### src/rtl/ah_arb_pkg.sv
// ah_arb_pkg: shared helpers for the AH arbiter requester front end
// Provides clog2, the default source-index type and the FIFO slot reservation rule.
package ah_arb_pkg;

    function automatic int clog2(input int v);
        int r;
        r = 0;
        while ((1 << r) < v) r++;
        return (r < 1) ? 1 : r;
    endfunction

    localparam int N_DEF = 16;
    localparam int SRC_W = clog2(N_DEF);
    typedef logic [SRC_W-1:0] src_t;

    // One slot stays free for the grant that may already be in flight from last cycle's req.
    function automatic logic slot_free(input int cnt, input logic req_q, input int depth);
        return (cnt + int'(req_q)) < depth;
    endfunction

endpackage

### src/rtl/ah_arb_requester_if.sv
// ah_arb_requester_if: client, arbiter and downstream signals of the requester
// master: requester side (drives in_ready/req/out_*/starve/err); slave: environment side.
interface ah_arb_requester_if import ah_arb_pkg::*; #(
    parameter int N  = 16,
    parameter int DW = 32
);
    localparam int SW = clog2(N);
    logic [N-1:0]    in_valid;
    logic [N-1:0]    in_ready;
    logic [N*DW-1:0] in_data;
    logic [N-1:0]    req;
    logic [N-1:0]    gnt;
    logic            out_valid;
    logic            out_ready;
    logic [DW-1:0]   out_data;
    logic [SW-1:0]   out_src;
    logic [N-1:0]    starve;
    logic            err;

    modport master (
        input  in_valid, in_data, gnt, out_ready,
        output in_ready, req, out_valid, out_data, out_src, starve, err
    );

    modport slave (
        output in_valid, in_data, gnt, out_ready,
        input  in_ready, req, out_valid, out_data, out_src, starve, err
    );
endinterface

### src/rtl/ah_sync_fifo.sv
// ah_sync_fifo: small synchronous FIFO with occupancy count
// Ports: clk, rst (sync, active-high), push/wdata, pop/rdata, cnt, full, empty.
// rdata reads as zero while empty.
module ah_sync_fifo import ah_arb_pkg::*; #(
    parameter int DEPTH = 2,
    parameter int WIDTH = 8
) (
    input  logic                        clk,
    input  logic                        rst,
    input  logic                        push,
    input  logic [WIDTH-1:0]            wdata,
    input  logic                        pop,
    output logic [WIDTH-1:0]            rdata,
    output logic [clog2(DEPTH+1)-1:0]   cnt,
    output logic                        full,
    output logic                        empty
);
    localparam int PW = clog2(DEPTH);
    localparam int CW = clog2(DEPTH+1);

    logic [WIDTH-1:0] mem_q [DEPTH];
    logic [WIDTH-1:0] mem_d [DEPTH];
    logic [PW-1:0]    wp_q, wp_d, rp_q, rp_d;
    logic [CW-1:0]    cnt_q, cnt_d;
    logic             do_push, do_pop;

    assign full    = cnt_q == CW'(DEPTH);
    assign empty   = cnt_q == '0;
    assign cnt     = cnt_q;
    assign do_push = push & ~full;
    assign do_pop  = pop & ~empty;
    assign rdata   = empty ? '0 : mem_q[rp_q];

    always_comb begin
        mem_d = mem_q;
        wp_d  = wp_q;
        rp_d  = rp_q;
        if (do_push) begin
            mem_d[wp_q] = wdata;
            wp_d = (wp_q == PW'(DEPTH-1)) ? '0 : wp_q + 1'b1;
        end
        if (do_pop) rp_d = (rp_q == PW'(DEPTH-1)) ? '0 : rp_q + 1'b1;
        cnt_d = cnt_q + CW'(do_push) - CW'(do_pop);
    end

    always_ff @(posedge clk) begin
        if (rst) begin
            wp_q  <= '0;
            rp_q  <= '0;
            cnt_q <= '0;
        end else begin
            wp_q  <= wp_d;
            rp_q  <= rp_d;
            cnt_q <= cnt_d;
        end
    end

    always_ff @(posedge clk) mem_q <= mem_d;

endmodule

### src/rtl/ah_arb_requester.sv
// ah_arb_requester: requester-side front end for the AH round-robin arbiters
// Ports: clk, rst (sync, active-high), bus (master modport): per-client in_valid/in_ready/in_data,
// arbiter req/gnt, downstream out_valid/out_ready/out_data/out_src, starve flags and sticky err.
module ah_arb_requester import ah_arb_pkg::*; #(
    parameter int N          = 16,
    parameter int DW         = 32,
    parameter int OUT_DEPTH  = 2,
    parameter int STARVE_MAX = 63
) (
    input  logic                  clk,
    input  logic                  rst,
    ah_arb_requester_if.master    bus
);
    localparam int SW = clog2(N);
    localparam int WW = clog2(STARVE_MAX+1);
    localparam int CW = clog2(OUT_DEPTH+1);

    logic [N-1:0]     hv_q, hv_d;
    logic [DW-1:0]    hd_q [N];
    logic [DW-1:0]    hd_d [N];
    logic [WW-1:0]    wc_q [N];
    logic [WW-1:0]    wc_d [N];
    logic             req_q, req_d;
    logic             err_q, err_d;
    logic [N-1:0]     gv, take, starve;
    logic [SW-1:0]    sel;
    logic             push, full, empty;
    logic [CW-1:0]    cnt;
    logic [SW+DW-1:0] rdata;

    assign bus.in_ready  = ~hv_q;
    assign bus.req       = hv_q & {N{slot_free(int'(cnt), req_q, OUT_DEPTH)}};
    assign bus.out_valid = ~empty;
    assign bus.starve    = starve;
    assign bus.err       = err_q;
    assign {bus.out_src, bus.out_data} = rdata;
    assign req_d = |bus.req;
    assign gv    = bus.gnt & hv_q;
    assign push  = |gv;
    assign take  = push ? (N'(1) << sel) : '0;

    // Lowest granted client holding a word wins when several gnt bits are set.
    always_comb begin
        sel = '0;
        for (int i = N-1; i >= 0; i--) if (gv[i]) sel = SW'(i);
    end

    always_comb begin
        hv_d  = hv_q;
        hd_d  = hd_q;
        wc_d  = wc_q;
        err_d = err_q | (|(bus.gnt & ~hv_q)) | (|(bus.gnt & (bus.gnt - N'(1))));
        for (int i = 0; i < N; i++) begin
            starve[i] = hv_q[i] & (wc_q[i] == WW'(STARVE_MAX));
            wc_d[i] = (~hv_q[i] | take[i]) ? '0 : (wc_q[i] == WW'(STARVE_MAX)) ? wc_q[i] : wc_q[i] + 1'b1;
            if (take[i]) hv_d[i] = 1'b0;
            if (bus.in_valid[i] & ~hv_q[i]) begin
                hv_d[i] = 1'b1;
                hd_d[i] = bus.in_data[i*DW +: DW];
            end
        end
    end

    always_ff @(posedge clk) begin
        if (rst) begin
            hv_q  <= '0;
            req_q <= 1'b0;
            err_q <= 1'b0;
            wc_q  <= '{default: '0};
        end else begin
            hv_q  <= hv_d;
            req_q <= req_d;
            err_q <= err_d;
            wc_q  <= wc_d;
        end
    end

    always_ff @(posedge clk) hd_q <= hd_d;

    ah_sync_fifo #(.DEPTH(OUT_DEPTH), .WIDTH(SW+DW)) u_fifo (
        .clk   (clk),
        .rst   (rst),
        .push  (push & ~full),
        .wdata ({sel, hd_q[sel]}),
        .pop   (bus.out_valid & bus.out_ready),
        .rdata (rdata),
        .cnt   (cnt),
        .full  (full),
        .empty (empty)
    );

endmodule

### src/flat_wrapper.sv
// flat-port wrapper written by rule: the top's interface ports become plain ports
module ah_arb_requester_flat import ah_arb_pkg::*;
#(
    parameter int N          = 16,
    parameter int DW         = 32,
    parameter int OUT_DEPTH  = 2,
    parameter int STARVE_MAX = 63
)
  (clk, rst, bus_in_valid, bus_in_data, bus_gnt, bus_out_ready, bus_in_ready, bus_req, bus_out_valid, bus_out_data, bus_out_src, bus_starve, bus_err);
  ah_arb_requester_if #(.N(N), .DW(DW)) bus_i ();
  input  logic clk;
  input  logic rst;
  input wire logic [$bits(bus_i.in_valid)-1:0] bus_in_valid;
  input wire logic [$bits(bus_i.in_data)-1:0] bus_in_data;
  input wire logic [$bits(bus_i.gnt)-1:0] bus_gnt;
  input wire logic [$bits(bus_i.out_ready)-1:0] bus_out_ready;
  output wire logic [$bits(bus_i.in_ready)-1:0] bus_in_ready;
  output wire logic [$bits(bus_i.req)-1:0] bus_req;
  output wire logic [$bits(bus_i.out_valid)-1:0] bus_out_valid;
  output wire logic [$bits(bus_i.out_data)-1:0] bus_out_data;
  output wire logic [$bits(bus_i.out_src)-1:0] bus_out_src;
  output wire logic [$bits(bus_i.starve)-1:0] bus_starve;
  output wire logic [$bits(bus_i.err)-1:0] bus_err;
  assign bus_i.in_valid = bus_in_valid;
  assign bus_i.in_data = bus_in_data;
  assign bus_i.gnt = bus_gnt;
  assign bus_i.out_ready = bus_out_ready;
  assign bus_in_ready = bus_i.in_ready;
  assign bus_req = bus_i.req;
  assign bus_out_valid = bus_i.out_valid;
  assign bus_out_data = bus_i.out_data;
  assign bus_out_src = bus_i.out_src;
  assign bus_starve = bus_i.starve;
  assign bus_err = bus_i.err;
  ah_arb_requester #(.N(N), .DW(DW), .OUT_DEPTH(OUT_DEPTH), .STARVE_MAX(STARVE_MAX)) u_core (.clk(clk), .rst(rst), .bus(bus_i));
endmodule
### config.mk
export PLATFORM = sky130hd
export DESIGN_NAME = ah_arb_requester_flat
export DESIGN_NICKNAME = d
export VERILOG_FILES = /design/src/rtl/ah_arb_pkg.sv /design/src/rtl/ah_arb_requester_if.sv /design/src/rtl/ah_sync_fifo.sv /design/src/rtl/ah_arb_requester.sv /design/src/flat_wrapper.sv
export SDC_FILE = /design/constraint.sdc
export NUM_CORES = 1
export LEC_CHECK = 0
export ABC_AREA = 1
export BUFFER_PORTS_ARGS = -buffer_cell sky130_fd_sc_hd__buf_2
export CELL_PAD_IN_SITES_DETAIL_PLACEMENT = 1
export CELL_PAD_IN_SITES_GLOBAL_PLACEMENT = 2
export CORE_MARGIN = 4
export CORE_UTILIZATION = 35
export DETAILED_ROUTE_END_ITERATION = 10
export PLACE_DENSITY = 0.85
export SLEW_MARGIN = 10
export SYNTH_ARGS = -nofsm -noshare
export SYNTH_HDL_FRONTEND = slang
export SYNTH_SLANG_ARGS = --single-unit
### constraint.sdc
create_clock -name clk -period 3.4 [get_ports clk]
set_input_delay 0.51 -clock clk [delete_from_list [all_inputs] [get_ports clk]]
set_output_delay 0.51 -clock clk [all_outputs]
set_load 0.03 [all_outputs]
# Yosys cells after proc, flatten, opt, wreduce, memory -nomap -nowiden
# Index checks and enable logic that the tools add are counted.
[totals]
reg_bits = 702
in_bits = 547
word_cells = 279
[classes]
addsub = 22
order_cmp = 5
n_eq_ne = 17
shifts = 1
muxes = 61
n_bitwise = 80
n_reduce_logical = 38
[ops]
columns = ["op", "count"]
rows = [
  ["two-way mux 36 bit", 5],
  ["binary-select mux 32 bit (select 4 bit)", 1],
  ["adder 6 x 1 -> 6 bit (second input constant)", 16],
  ["== test 6 bit (second input constant)", 16],
  ["bitwise mux 72 bit", 1],
  ["AND 16 bit", 4],
  ["two-way mux 32 bit", 2],
  ["two-way mux 4 bit", 16],
  ["OR reduction 16 bit", 4],
  ["AND 1 bit", 36],
  ["demux 36 bit (select 1 bit)", 1],
  ["two-way mux 1 bit", 34],
  ["< comparator 32 x 3 -> 1 bit (second input constant)", 1],
  ["nonzero test 2 bit", 16],
  ["OR reduction 2 bit", 16],
  ["inverter 1 bit", 18],
  ["bitwise OR 1 bit", 18],
  ["two-way mux 16 bit", 1],
  ["inverter 16 bit", 1],
  ["left shift 1 x 4 -> 16 bit (first input constant)", 1],
  ["subtractor 16 x 1 -> 16 bit (second input constant)", 1],
  [">= comparator 5 bit (second input constant)", 1],
  ["inverter 4 -> 5 bit", 1],
  [">= comparator 2 bit (second input constant)", 2],
  ["9 further kinds", 11],
]

# Depth between registers and ports, before layout
# Gate-level depths: netlist of run 1.
[depth]
depth_word = 22
mapped_depth = 23
mapped_depth_nobuf = 21

# By module
# A second synthesis of run 1 with hierarchy kept.
[unflattened]
cells_unflattened = 2800
hier_area_um2 = 29763.5
[by_module_without_submodules]
columns = ["mod", "instances", "cells_per_inst", "area_per_inst_um2", "seq_area_each_um2"]
rows = [
  ["ah_arb_requester", 1, 2571, 26822.0, 17656.9],
  ["ah_sync_fifo", 1, 229, 2941.6, 2242.2],
]

# Worst setup path after synthesis of run 1
# Ideal clock, no wire load.
[synth_timing]
path_kind = "input -> register"
startpoint = "input port bus_gnt[0]"
endpoint = "register u_core.u_fifo.mem_q[0] (netlist bit) (enable)"
setup_time_ns = 0.429
arrival_time_ns = 2.606
required_time_ns = 2.971
slack_ns = 0.365
path_stages = 6
n_path_buf = 0
cell_sequence = "nand2_1 nand2_1 nor2_1 nand2_1 o22ai_1 nor2_1"
[synth_via]
elab_chain_cells = 4
[synth_rtl]
columns = ["element", "line", "rtl"]
rows = [
  ["from (decl)", "flat_wrapper.sv:15", "input wire logic [$bits(bus_i.gnt)-1:0] bus_gnt;"],
  ["AND 16 bit", "ah_arb_requester.sv:38", "assign gv = bus.gnt & hv_q;"],
  ["OR reduction 16 bit", "ah_arb_requester.sv:39", "assign push = |gv;"],
  ["AND 1 bit", "ah_arb_requester.sv:83", ".push (push & ~full),"],
  ["AND 1 bit", "ah_sync_fifo.sv:30", "assign do_push = push & ~full;"],
  ["to (signal assigned)", "ah_sync_fifo.sv:58", "always_ff @(posedge clk) mem_q <= mem_d;"],
  ["to (decl)", "ah_sync_fifo.sv:21", "logic [WIDTH-1:0] mem_q [DEPTH];"],
]
# Every way passes these cells.
# A chain may end at the register's enable or synchronous reset.

# Worst setup path after layout of run 1
[layout_timing]
startpoint = "register u_core.u_fifo.rp_q"
endpoint = "output port bus_out_data[1]"
[layout_via]
elab_chain_cells = 5
[layout_rtl]
columns = ["element", "line", "rtl"]
rows = [
  ["from (decl)", "ah_sync_fifo.sv:23", "logic [PW-1:0] wp_q, wp_d, rp_q, rp_d;"],
  ["from (signal assigned)", "ah_sync_fifo.sv:53", "rp_q <= rp_d;"],
  ["inverter 1 -> 2 bit (not written as such)", "ah_sync_fifo.sv:32", "assign rdata = empty ? '0 : mem_q[rp_q];"],
  ["two-way mux 36 bit (not written as such) (3 in a row)", "ah_sync_fifo.sv:32", ""],
  ["two-way mux 36 bit", "ah_sync_fifo.sv:32", ""],
  ["to (decl)", "flat_wrapper.sv:20", "output wire logic [$bits(bus_i.out_data)-1:0] bus_out_data;"],
]
# Every way passes these cells. The select of a mux whose other input is x is not followed.

==> results of run 1 <==
==> power breakdown <==
part           total [mW]  internal, mW  leakage [nW]  switching, mW
Sequential           11.0          10.6          6.55          0.350
Combinational        7.99          2.02          7.49           5.97
Clock                8.55          4.94          1.24           3.61
==> final timing paths <==
check,end,slack [ns],depth (start not counted)
max,bus_out_data[1],0.21,5
min reg2reg,u_core.wc_q[1],0.48,2
min,u_core.hd_q[80],0.05,1
max reg2reg,u_core.u_fifo.mem_q[58],0.35,20
==> area by class of cell <==
| type | instances | area (sq um) | share of cell area [%] |
|---|---|---|---|
| clock inverter | 40 | 389.1 | 1.047 |
| clock buffer | 104 | 2153 | 5.792 |
| tap | 1134 | 1419 | 3.817 |
| timing repair buffer | 717 | 4026 | 10.83 |
| antenna | 26 | 65.06 | 0.1750 |
| sequential | 702 | 19900 | 53.53 |
| inverter | 249 | 943.4 | 2.538 |
| multi-input combinational | 1694 | 8280 | 22.27 |
==> synth_stat cells, drive strengths merged <==
library cell,n,share of area [%]
a41oi,2,0.059
or3,2,0.042
o22ai,7,0.15
or2,9,0.19
ha,18,0.76
o211ai,5,0.18
a31oi,6,0.13
clkbuf,58,0.73
nand3,425,7.2
mux2i,4,0.13
a21oi,85,1.5
clkinv,1,0.013
o21bai,1,0.025
a22o,1,0.030
maj3,2,0.067
o2111a,1,0.038
a211oi,2,0.051
dfxtp,118,8.0
edfxtp,584,59
nor2,423,5.4
o31ai,5,0.13
xnor2,15,0.44
buf,97,1.7
o21ai,45,0.76
a21boi,1,0.025
o2111ai,1,0.030
nand2,398,5.1
nand4,193,4.1
nor4,5,0.11
a221oi,2,0.059
inv,248,3.1
nor3,15,0.25
xor2,21,0.62
==> stage by stage <==
stage                     cell area [sq um]  worst slack [ns]
after floorplan                       29670            0.3649
after global placement                34570            0.1049
after detailed placement              34570            0.1303
after CTS                             37110            0.1528
after global routing                  37140           0.08767
final                                 37180            0.2103
==> worst max-delay path: stages, from the launching register on <==
cell and delay [ns]:
sky130_fd_sc_hd__dfxtp_2 0.32, sky130_fd_sc_hd__inv_2 0.44, sky130_fd_sc_hd__buf_4 0.36, sky130_fd_sc_hd__nand2_1 0.08
sky130_fd_sc_hd__a21oi_1 0.51, sky130_fd_sc_hd__buf_2 0.32
==> state kept, by name (all words and copies together), names as in the netlist <==
register,cells
u_core.u_fifo.cnt,2
u_core.hd_q,512
u_core.u_fifo.mem_q,72
u_core.hv_q,16
u_core.bus.err,1
u_core.wc_q,96
u_core.u_fifo.rp_q,1
u_core.req_q,1
u_core.u_fifo.wp_q,1
==> kinds of logic (layout without fill, tap and decap cells) <==
| family | count (synthesis) | in the layout | share of synthesized area [%] |
|---|---|---|---|
| XOR/XNOR | 36 | 36 | 1.063 |
| other | 0 | 26 | 0 |
| multiplexers | 4 | 4 | 0.1350 |
| buffers and inverters | 404 | 1110 | 5.537 |
| AND/OR/NAND/NOR | 1470 | 1470 | 22.24 |
| AO/OA/AOI/OAI | 164 | 164 | 3.125 |
| adder cells (fa/ha/maj) | 20 | 20 | 0.8266 |
| flip-flops | 702 | 702 | 67.07 |
==> layer usage <==
| layer | up-vias | global-route usage [%] | share of wire (%) | wire length [microns] |
|---|---|---|---|---|
| li1 | 11090 | - | - | - |
| met1 | 12420 | 35.10 | 40 | 51070 |
| met2 | 1014 | 47.90 | 49 | 63700 |
| met3 | 220 | 6.214 | 7.5 | 9761 |
| met4 | 30 | 9.566 | 3.5 | 4561 |
| met5 | - | 0 | 0.15 | 195 |
==> impl.org, run 1 <==
** Status
- The flow ran to the end, and the final reports show no timing, DRC or antenna violations.

** Layout
- Share of the core filled with cells :: 44.35%
- Most common cell after layout, fill and taps aside :: sky130_fd_sc_hd__buf_2
- Excluding fillers, the count of instances in the completed layout stands at 4,666.
- Area growth, synth to finish :: 25.31%
- At the end of the flow, the number of nets in the layout was 4,009.
- In the layout the commonest cells are 632 x sky130_fd_sc_hd__buf_2, 584 x sky130_fd_sc_hd__edfxtp_1, 424 x sky130_fd_sc_hd__nand3_1, 415 x sky130_fd_sc_hd__nor2_1, 390 x sky130_fd_sc_hd__nand2_1.
- Of the cells placed in the final design, the portion with a size suffix greater than 1 is 24.96%.
- The layout has 9,432 filler cells.

** Synthesis
- Average size of a mapped cell :: 10.60 sq um
- Sequential cells were found to cover 67.07% of the synthesized design area.
- Number of warnings reported in the yosys synthesis log :: 0
- Counting distinct cell types in the post-synthesis netlist gives 41.
- Synthesis produced a netlist with a net count of 3,365.
- Gate count of the mapped netlist :: 2,800
- The synthesized design contains 702 register bits.
- Post-Syn Area :: 29,670 sq um

** Setup path
- Reg2Reg Launch Point :: u_core.hv_q[14]
- Kind of start point of the critical path :: flip-flop
- Crit path max fanout :: 24
- Type of destination of the critical path :: primary output
- The most critical setup path has its startpoint at u_core.u_fifo.rp_q.
- STA puts the critical path data required time at 2.89 ns.
- Crit path kind :: flip-flop to primary output
- Worst EP arrival :: 2.68 ns

** Timing
- Adding up every negative setup slack in the final design gives 0 ns.
- Setup violations remaining at the end of the flow were counted as 0.
- The final count of pins violating max slew was 0.
- Derived from the worst setup path, the maximum achievable clock frequency is 0.3135 GHz.
- Slew HR :: 13.77%
- Tcrit/Tclk final :: 93.81%
- Between clock sinks in the finished design, the worst skew comes to 0.02305 ns.
- Unrepaired setup endpoints after global routing :: false
- The count of endpoints failing hold in the final timing report came to 0.
- For the finished layout, the period the worst path requires is 3.190 ns.
- Final hold analysis gives a worst-case slack of 0.04514 ns.
- Pin slew with the least headroom to its limit :: 1.293 ns

** Global routing
- Global routing usage summed across all routing layers :: 27.99%
- The first global-routing pass estimated 180,800 microns of wire.
- Antenna violations before repair :: 41
- Via count of the first global-routing pass :: 25,590
- Largest net degree at the start of global routing :: 67
- Summed over all layers, the global routing overflow is 0.

** Floorplan
- Row Count :: 106
- The initial utilization of the core area, before any placement, comes to 35.40%.
- The floorplan step defined a die boundary enclosing 89,490 sq um.
- Core footprint :: 83,820 sq um
- Measured along the y axis, the die boundary spans 299.1 microns.
- For this design the top-level I/O count stands at 633.
- The die is 299.1 microns wide.

** Clock tree
- Clock tree synthesis selected as its root buffer the cell sky130_fd_sc_hd__clkbuf_16.
- Clk_lat worst skew :: 0.63 ns
- Clock net sink count :: 702
- Number of buffers inserted during clock tree synthesis :: 80
- The clock tree synthesis step divided the H-tree into 3 levels.
- Counting along the longest clock path gives a buffer depth of 3.
- Cts-stage hold buffer count :: 0
- Gates resized during post-CTS repair numbered 0.
- Post-CTS setup buffers :: 0
- After clock tree synthesis, the clock-pin slew on the worst setup and hold paths is 0.06 ns.
- TritonCTS built the clock tree.

** Run
- The tool flagged a number of max-cap violations equal to 0.

** Place
- HPWL after detailed placement :: 95,480 microns
- The number of placed instances, taps included, is 4,496.
- Placer congestion estimate :: 0.8558
- During placement, the flow inserted port buffers numbering 632.

** Routing
- After detailed routing, the number of vias per cell comes to 5.309.
- For this run, design rule violations remaining after detail routing come to 0.
- Number of DRC markers after the initial detailed-route iteration :: 2,114
- Summing over every cut layer, the via total after detailed routing is 24,770.
- Routed length per placed instance :: 27.71 microns
- Overall routed net length :: 129,300 microns
- The detail route stage leaves a number of antenna-violating nets equal to 0.
- The first detailed-routing pass took 5 iterations.

** Pwr
- Leak :: 15.28 nW
- Power comes to 27.52 mW.
- Peak ir drop on the vdd network :: 0.3758 mV
- Pwr/cell area :: 740.4 nW/um^2

** Min path
- Class of the most critical hold timing path :: input port to flip-flop
- The worst hold path begins at bus_in_data[432].
Power figures use the tool's default switching activity.
==> inputs of run 2 (changes only) <==
--- a/config.mk
+++ b/config.mk
@@ -11,6 +11,7 @@
 export CELL_PAD_IN_SITES_GLOBAL_PLACEMENT = 2
 export CORE_MARGIN = 4
 export CORE_UTILIZATION = 35
+export CTS_CLUSTER_DIAMETER = 150
 export DETAILED_ROUTE_END_ITERATION = 10
 export PLACE_DENSITY = 0.85
 export SLEW_MARGIN = 10
==> constraint.sdc (replaced) <==
create_clock -name clk -period 3.9 [get_ports clk]
set_input_delay 0.585 -clock clk [delete_from_list [all_inputs] [get_ports clk]]
set_output_delay 0.585 -clock clk [all_outputs]
set_load 0.03 [all_outputs]
==> run 2 against run 1 <==
Compared with the run above: largest cell class unchanged; sequential share of layout area about the same; clock power decreased by 5.7%; core utilization about the same; sequential cell count unchanged; combinational power decreased by 15%.
==> impl.org, run 2 (same netlist as run 1, synthesis figures left out) <==
** Timing
- The count of endpoints failing hold in the final timing report was 0.
- After routing, the total negative slack on setup checks comes to 0 ns.
- Slew HR :: 23.74%
- Pin slew with the least headroom to its limit :: 1.144 ns
- Max frequency :: 0.2869 GHz
- Setup Viol. Count Final :: 0
- Tcrit/Tclk final :: 89.38%
- Final setup margin :: 0.4142 ns
- The final count of pins violating max slew came to 0.
- Setup repair after global routing left no endpoint under its margin.
- Across the routed clock network, the largest skew measured is 0.02413 ns.
- The worst path in the final design needs a cycle of 3.486 ns, including I/O delays and setup.

** Routing
- After detailed routing, the number of remaining DRC violations is 0.
- Routed length per placed instance :: 27.72 microns
- The final route contains 24,720 vias.
- Count of TritonRoute iterations in the first routing pass :: 5
- After detailed routing, the number of vias per cell comes to 5.329.
- Antenna-violating nets left :: 0
- Number of DRC markers after the initial detailed-route iteration :: 2,386
- Overall routed net length :: 128,600 microns

** Clock tree
- Cts-stage hold buffer count :: 0
- The H-tree generated during clock tree synthesis spans 3 levels.
- Number of buffers inserted during clock tree synthesis :: 82
- Buffer levels on the longest clock path :: 3
- Clock-pin slew was measured on the worst setup and hold paths at 0.06 ns.
- TritonCTS clock tree :: yes
- Clock net sink count :: 702
- Clk_lat worst skew :: 0.63 ns
- CTS placed an instance of sky130_fd_sc_hd__clkbuf_16 at the clock tree root.

** Global routing
- Across every metal layer, demand over resource in global routing totals 27.75%.
- The initial antenna violation count is 29.
- The total overflow left after global routing is 0.
- Entering global routing, the biggest net connects 131 pins.
- The number of global-route vias before repair is 25,360.
- First-pass GRT wire length :: 179,500 microns

** Floorplan
- Initial Utilization :: 35.40%
- In this run the count of I/O pins placed on the die edge is 633.
- In this run the horizontal extent of the chip is 299.1 microns.
- Vert. Die Dim :: 299.1 microns
- The floorplan step defined a die boundary enclosing 89,490 sq um.
- Core footprint :: 83,820 sq um
- Row generation in the floorplan step produced 106 rows.

** Layout
- The library cells used most frequently in the layout, excluding fill and tap cells, are 632 x sky130_fd_sc_hd__buf_2, 584 x sky130_fd_sc_hd__edfxtp_1, 424 x sky130_fd_sc_hd__nand3_1, 415 x sky130_fd_sc_hd__nor2_1, 390 x sky130_fd_sc_hd__nand2_1.
- Fraction of layout instances using a drive strength above 1 :: 24.63%
- Summing all multi-input logic gate instances after layout gives 8289 sq um.
- Registers take 19,900 sq um.
- Total of fill cells in the finished design :: 9,418
- The register with the most flip-flops in the layout has 512 of them.
- Most common cell after layout, fill and taps aside :: sky130_fd_sc_hd__buf_2
- In the final layout, the registers with the most flip-flops are u_core.hd_q (512), u_core.wc_q (96), u_core.u_fifo.mem_q (72).
- Area growth, synth to finish :: 25.24%
- Largest reg by FF count :: u_core.hd_q
- Total number of nets in the final design :: 3,978

** Pwr
- In this run the static leakage power is 15.26 nW.
- Pwr/cell area :: 657.8 nW/um^2
- The completed layout was analyzed and its total power is 24.44 mW.
- IR analysis of the VDD net gives a maximum drop of 0.3569 mV.

** Run
- Across the run, the number of max-cap violations was 0.

** Setup path
- Kind of start point of the critical path :: flip-flop
- Walking the worst path, the cells encountered are nand2_1, nand2_1, a31oi_1, nor2_1, o21bai_1, a21oi_4, nand2_4, buf_12, nor2_1, nor2_1, nand3_1, nand3_1, nand2_1.
- In this run the worst path has a maximum fanout of 28.
- Type of destination of the critical path :: flip-flop
- Largest stage delay, worst path :: 0.74 ns
- STA puts the critical path data arrival time at 3.96 ns.
- The largest individual stage delay along the critical path comes from the cell sky130_fd_sc_hd__a21oi_4.
- Crit path kind :: flip-flop to flip-flop
- STA puts the critical path data required time at 4.37 ns.

** Place
- Placer congestion estimate :: 0.8722
- HPWL after detailed placement :: 93,520 microns
- Worst slack, placed :: 0.03466 ns
- The count of buffers added on input and output ports is 632.

** Min path
- Class of the most critical hold timing path :: input port to flip-flop

** Status
- Result of the run :: complete, no violations
[run 2: cell types whose count changed in the layout (fill, tap and decap cells not counted), moves of 2 or more]
cell	before	now
sky130_fd_sc_hd__clkbuf_16	81	84
sky130_fd_sc_hd__bufinv_16	6	12
sky130_fd_sc_hd__clkbuf_1	19	15
sky130_fd_sc_hd__buf_4	67	35
sky130_fd_sc_hd__clkinv_1	15	10
sky130_fd_sc_hd__clkinv_2	12	19
sky130_fd_sc_hd__clkinvlp_4	3	1
sky130_fd_sc_hd__buf_12	18	16
[run 2: per-layer routing]
layer / wire length [microns] / GRT usage, % / vias up
li1: - / - / 11070
met1: 49970 / 34.55 / 12240
met2: 62900 / 47.47 / 1144
met3: 10090 / 5.845 / 254
met4: 5465 / 10.70 / 20
met5: 155 / 0 / -
[run 2: final timing paths]
check | from | to | slack, ns | cells past startpoint
setup reg to reg | u_core.hv_q[14] | u_core.u_fifo.mem_q[41] | 0.41 | 13
setup / recovery | u_core.hv_q[14] | u_core.u_fifo.mem_q[41] | 0.41 | 13
hold reg to reg | u_core.wc_q[73] | u_core.wc_q[73] | 0.49 | 2
hold / removal | bus_in_data[300] | u_core.hd_q[204] | 0.12 | 1
[run 2: power breakdown]
part	internal [mW]	switching (mW)
combinational	1.62	5.18
clock	4.84	3.23
sequential	9.28	0.306
total	15.7	8.71
[run 2: cell type report]
| cell class | count | area share, % |
|---|---|---|
| Clock buffer | 103 | 5.957 |
| Multi-Input combinational cell | 1695 | 22.31 |
| Timing Repair Buffer | 683 | 10.08 |
| Sequential cell | 702 | 53.56 |
| Clock inverter | 47 | 1.559 |
| Tap cell | 1134 | 3.819 |
| Antenna cell | 26 | 0.1751 |
| Inverter | 249 | 2.539 |
[run 2: through the flow]
stage | area [sq um] | cells | util [%] | hold WS, ns
after global routing | 37110 | 4620 | 44.27 | 0.09186
after CTS | 37080 | 4612 | 44.24 | 0.08622
after detailed placement | 34290 | 4462 | 40.91 | 0.4793
final | 37160 | 4639 | 44.33 | 0.1230
after floorplan | 29670 | 2800 | - | 0.4551
after global placement | 34290 | 4462 | 40.91 | 0.4713
[run 2: critical path, delay by kind of cell, from the launching register on]
family | cells | cell delay (ns)
AND/OR/NAND/NOR | 9 | 1.45
flip-flops | 1 | 0.46
AO/OA/AOI/OAI | 3 | 1.07
buffers and inverters | 1 | 0.32
[run 2: repair_timing]
action                     CTS  global route
resized for setup            0             0
buffers inserted             0             0
setup endpoints to repair    0            10
==> inputs of run 3 (changes only) <==
--- a/config.mk
+++ b/config.mk
@@ -11,6 +11,7 @@
 export CELL_PAD_IN_SITES_GLOBAL_PLACEMENT = 2
 export CORE_MARGIN = 4
 export CORE_UTILIZATION = 35
+export CTS_BUF_LIST = sky130_fd_sc_hd__clkbuf_8
 export CTS_CLUSTER_DIAMETER = 150
 export DETAILED_ROUTE_END_ITERATION = 10
 export PLACE_DENSITY = 0.85
==> run 3 against run 2 <==
Compared with the run above: die area unchanged; setup slack lost 0.19 ns; power is 0.90% lower; worst hold slack worse by 0.050 ns; non-clock buffer count rose by 511; routed wire length is 18% higher; core utilization increased by 5.7 points; maximum frequency down 5.2%; via count increased by 16%; critical endpoint unchanged; largest cell class unchanged.
==> impl.org, run 3 (same netlist as run 1, synthesis figures left out) <==
** Status
- The flow ran to the end, and the final reports show no timing, DRC or antenna violations.

** Routing
- In this run the remaining antenna-violating nets after routing total 0.
- Count of TritonRoute iterations in the first routing pass :: 6
- Overall routed net length :: 152,200 microns
- Detail-routed via count per cell :: 5.479
- Residual DRC :: 0
- In the final routed layout, each cell accounts on average for 29.05 microns.
- Number of DRC markers after the initial detailed-route iteration :: 3,113
- Via total after detailed routing :: 28,710

** Place
- At the end of routability-driven placement, the weighted congestion stood at 0.8722.
- Buffers placed on the I/O ports in this run total 632.
- Including well taps, the total number of placed cells is 4,462.
- HPWL after detailed placement :: 93,520 microns
- Worst slack, placed :: 0.03466 ns
- Summing all placed instances gives a cell area of 34,290 sq um.

** Pwr
- Leak :: 17.41 nW
- Across the VDD grid, the largest voltage drop is 0.3169 mV.
- Dividing total power by cell area gives a power density of 577.5 nW/um^2.
- The design draws 24.22 mW.

** Setup path
- STA classifies the critical path startpoint as a flip-flop.
- The worst setup path is of the flip-flop to flip-flop kind.
- Kind of cell with the highest combined delay on the critical path :: simple AND/OR/NAND/NOR gates
- In this run the worst path has a maximum fanout of 28.
- Critical path, cell by cell :: nand2_1, nand2_1, a31oi_1, nor2_1, o21bai_1, a21oi_4, nand2_4, buf_12, nor2_1, nor2_1, nand3_1, nand3_1, nand2_1
- Worst EP arrival :: 4.30 ns
- On the worst path, the slowest cell contributes a delay of 0.77 ns.
- Crit path buffers/inverters :: 1
- Data on the critical path is required at its endpoint by 4.52 ns.
- On the critical path, the stage with the largest delay is an instance of sky130_fd_sc_hd__a21oi_4.
- The worst setup path is captured at a flip-flop.

** Timing
- Final critical path time including I/O delays and setup :: 3.676 ns
- Setup Viol. Count Final :: 0
- Final Hold Violating Endpoints :: 0
- In the finished design, the share of the clock period the worst path needs comes to 94.25%.
- Measured against its own limit, the worst slew margin works out to 19.77%.
- The final count of pins violating max slew is 0.
- At the pin with the least slew margin, the transition time is 1.203 ns.
- In the final timing run, aggregate negative setup slack is 0 ns.
- Max frequency :: 0.2721 GHz
- Worst clock skew on the final layout :: 0.04939 ns
- In the post-route analysis, the smallest setup slack over all paths is 0.2244 ns.
- Setup repair after global routing left no endpoint under its margin.
- Final-layout worst hold slack :: 0.07343 ns

** Clock tree
- At the later pin of the worst-skew pair, clock insertion delay measures 0.83 ns.
- Number of buffers inserted during clock tree synthesis :: 132
- Buffer levels on the longest clock path :: 3
- The root buffer cell chosen for the clock tree is sky130_fd_sc_hd__clkbuf_8.
- TritonCTS built the clock tree.
- After clock tree synthesis, the setup repair step added 0 buffers.
- CTS saw 702 sinks.
- Clock-pin transition on the worst setup and hold timing paths :: 0.06 ns
- Clock H-tree levels :: 4

** Global routing
- Via count of the first global-routing pass :: 30,410
- Entering global routing, the biggest net connects 131 pins.
- The first global-routing pass estimated 213,500 microns of wire.
- Antenna violations before repair :: 31
- Summed over all layers, the global routing overflow is 0.
- Global routing usage summed across all routing layers :: 33.12%

** Layout
- Most common cell after layout, fill and taps aside :: sky130_fd_sc_hd__buf_2
- Commonest non-fill, non-tap cells in the layout :: 632 x sky130_fd_sc_hd__buf_2, 584 x sky130_fd_sc_hd__edfxtp_1, 511 x sky130_fd_sc_hd__dlygate4sd3_1, 424 x sky130_fd_sc_hd__nand3_1, 415 x sky130_fd_sc_hd__nor2_1
- The net count of the finished layout is 4,539.
- Share of the core filled with cells :: 50.03%
- Fraction of layout instances using a drive strength above 1 :: 22.15%
- Summing all non-filler instances in the final layout gives an area of 41,940 sq um.
- Area growth, synth to finish :: 41.36%
- Number of flip-flops in the largest register :: 512
- After filler insertion, the fill cell instance count of the layout stands at 9,370.
- Number of non-filler instances in the completed layout :: 5,240
- In the final layout, the registers with the most flip-flops are u_core.hd_q (512), u_core.wc_q (96), u_core.u_fifo.mem_q (72).
- Largest reg by FF count :: u_core.hd_q

** Floorplan
- In this run the core area contains 106 standard-cell rows.
- Core footprint :: 83,820 sq um
- In this run the horizontal extent of the chip is 299.1 microns.
- In this run the count of I/O pins placed on the die edge is 633.
- Die area :: 89,490 sq um
- Initial Utilization :: 35.40%
- The die is 299.1 microns tall.

** Run
- Max-cap check violation count :: 0

** Min path
- Class of the most critical hold timing path :: input port to flip-flop
## run 3: cell types whose count changed in the layout (fill, tap and decap cells not counted)
cell / previous run / this run
sky130_fd_sc_hd__inv_8: 1 / 5
sky130_fd_sc_hd__clkbuf_16: 84 / 0
sky130_fd_sc_hd__inv_16: 1 / 0
sky130_fd_sc_hd__clkinv_2: 19 / 15
sky130_fd_sc_hd__clkbuf_8: 4 / 143
sky130_fd_sc_hd__clkbuf_1: 15 / 0
sky130_fd_sc_hd__bufinv_16: 12 / 1
sky130_fd_sc_hd__diode_2: 26 / 29
sky130_fd_sc_hd__inv_1: 233 / 270
sky130_fd_sc_hd__dlygate4sd3_1: 0 / 511
sky130_fd_sc_hd__clkinv_1: 10 / 29
sky130_fd_sc_hd__clkinv_4: 1 / 0
sky130_fd_sc_hd__clkinvlp_4: 1 / 5
## run 3: power breakdown
part	total (mW)	internal, mW	switching [mW]
clock	7.09	3.48	3.61
sequential	9.62	9.28	0.341
combinational	7.51	1.95	5.55
## run 3: layout make-up
cell class                 instances  area, sq um  area share (%)
sequential                       702        19900           47.45
antenna                           29        72.57          0.1730
clock buffer                     143         1968           4.693
multi-input combinational       1695         8289           19.76
tap                             1134         1419           3.383
clock inverter                    94        485.5           1.158
inverter                         249        943.4           2.249
timing repair buffer            1194         8861           21.13
## run 3: worst paths after layout
check,start,endpoint,slack [ns],cells past startpoint
max,u_core.hv_q[14],u_core.u_fifo.mem_q[41],0.22,13
min,bus_in_data[160],u_core.hd_q[320],0.07,1
max reg2reg,u_core.hv_q[14],u_core.u_fifo.mem_q[41],0.22,13
min reg2reg,u_core.wc_q[43],u_core.wc_q[43],0.49,2
## run 3: what timing repair did
action / 4_1_cts / 5_1_grt
endpoints found under the setup margin: 0 / 10
gates resized for setup: 0 / 0
hold endpoints to repair: 511 / 0
hold buffers: 511 / 0
## run 3: per-layer routing
layer  vias up  share of wire (%)  global-route usage (%)
li1      12180                  -                       -
met4        10                7.8                   21.95
met1     13970                 36                   38.18
met2      1968                 48                   55.05
met5         -              0.047                       0
met3       583                8.9                   7.960
## run 3: worst reg2reg max path, stage by stage, from the launching register on
cell                       delay [ns]
sky130_fd_sc_hd__dfxtp_1         0.47
sky130_fd_sc_hd__nand2_1         0.11
sky130_fd_sc_hd__nand2_1         0.11
sky130_fd_sc_hd__a31oi_1         0.10
sky130_fd_sc_hd__nor2_1          0.12
sky130_fd_sc_hd__o21bai_1        0.23
sky130_fd_sc_hd__a21oi_4         0.78
sky130_fd_sc_hd__nand2_4         0.54
sky130_fd_sc_hd__buf_12          0.35
sky130_fd_sc_hd__nor2_1          0.13
sky130_fd_sc_hd__nor2_1          0.06
sky130_fd_sc_hd__nand3_1         0.07
sky130_fd_sc_hd__nand3_1         0.23
sky130_fd_sc_hd__nand2_1         0.21
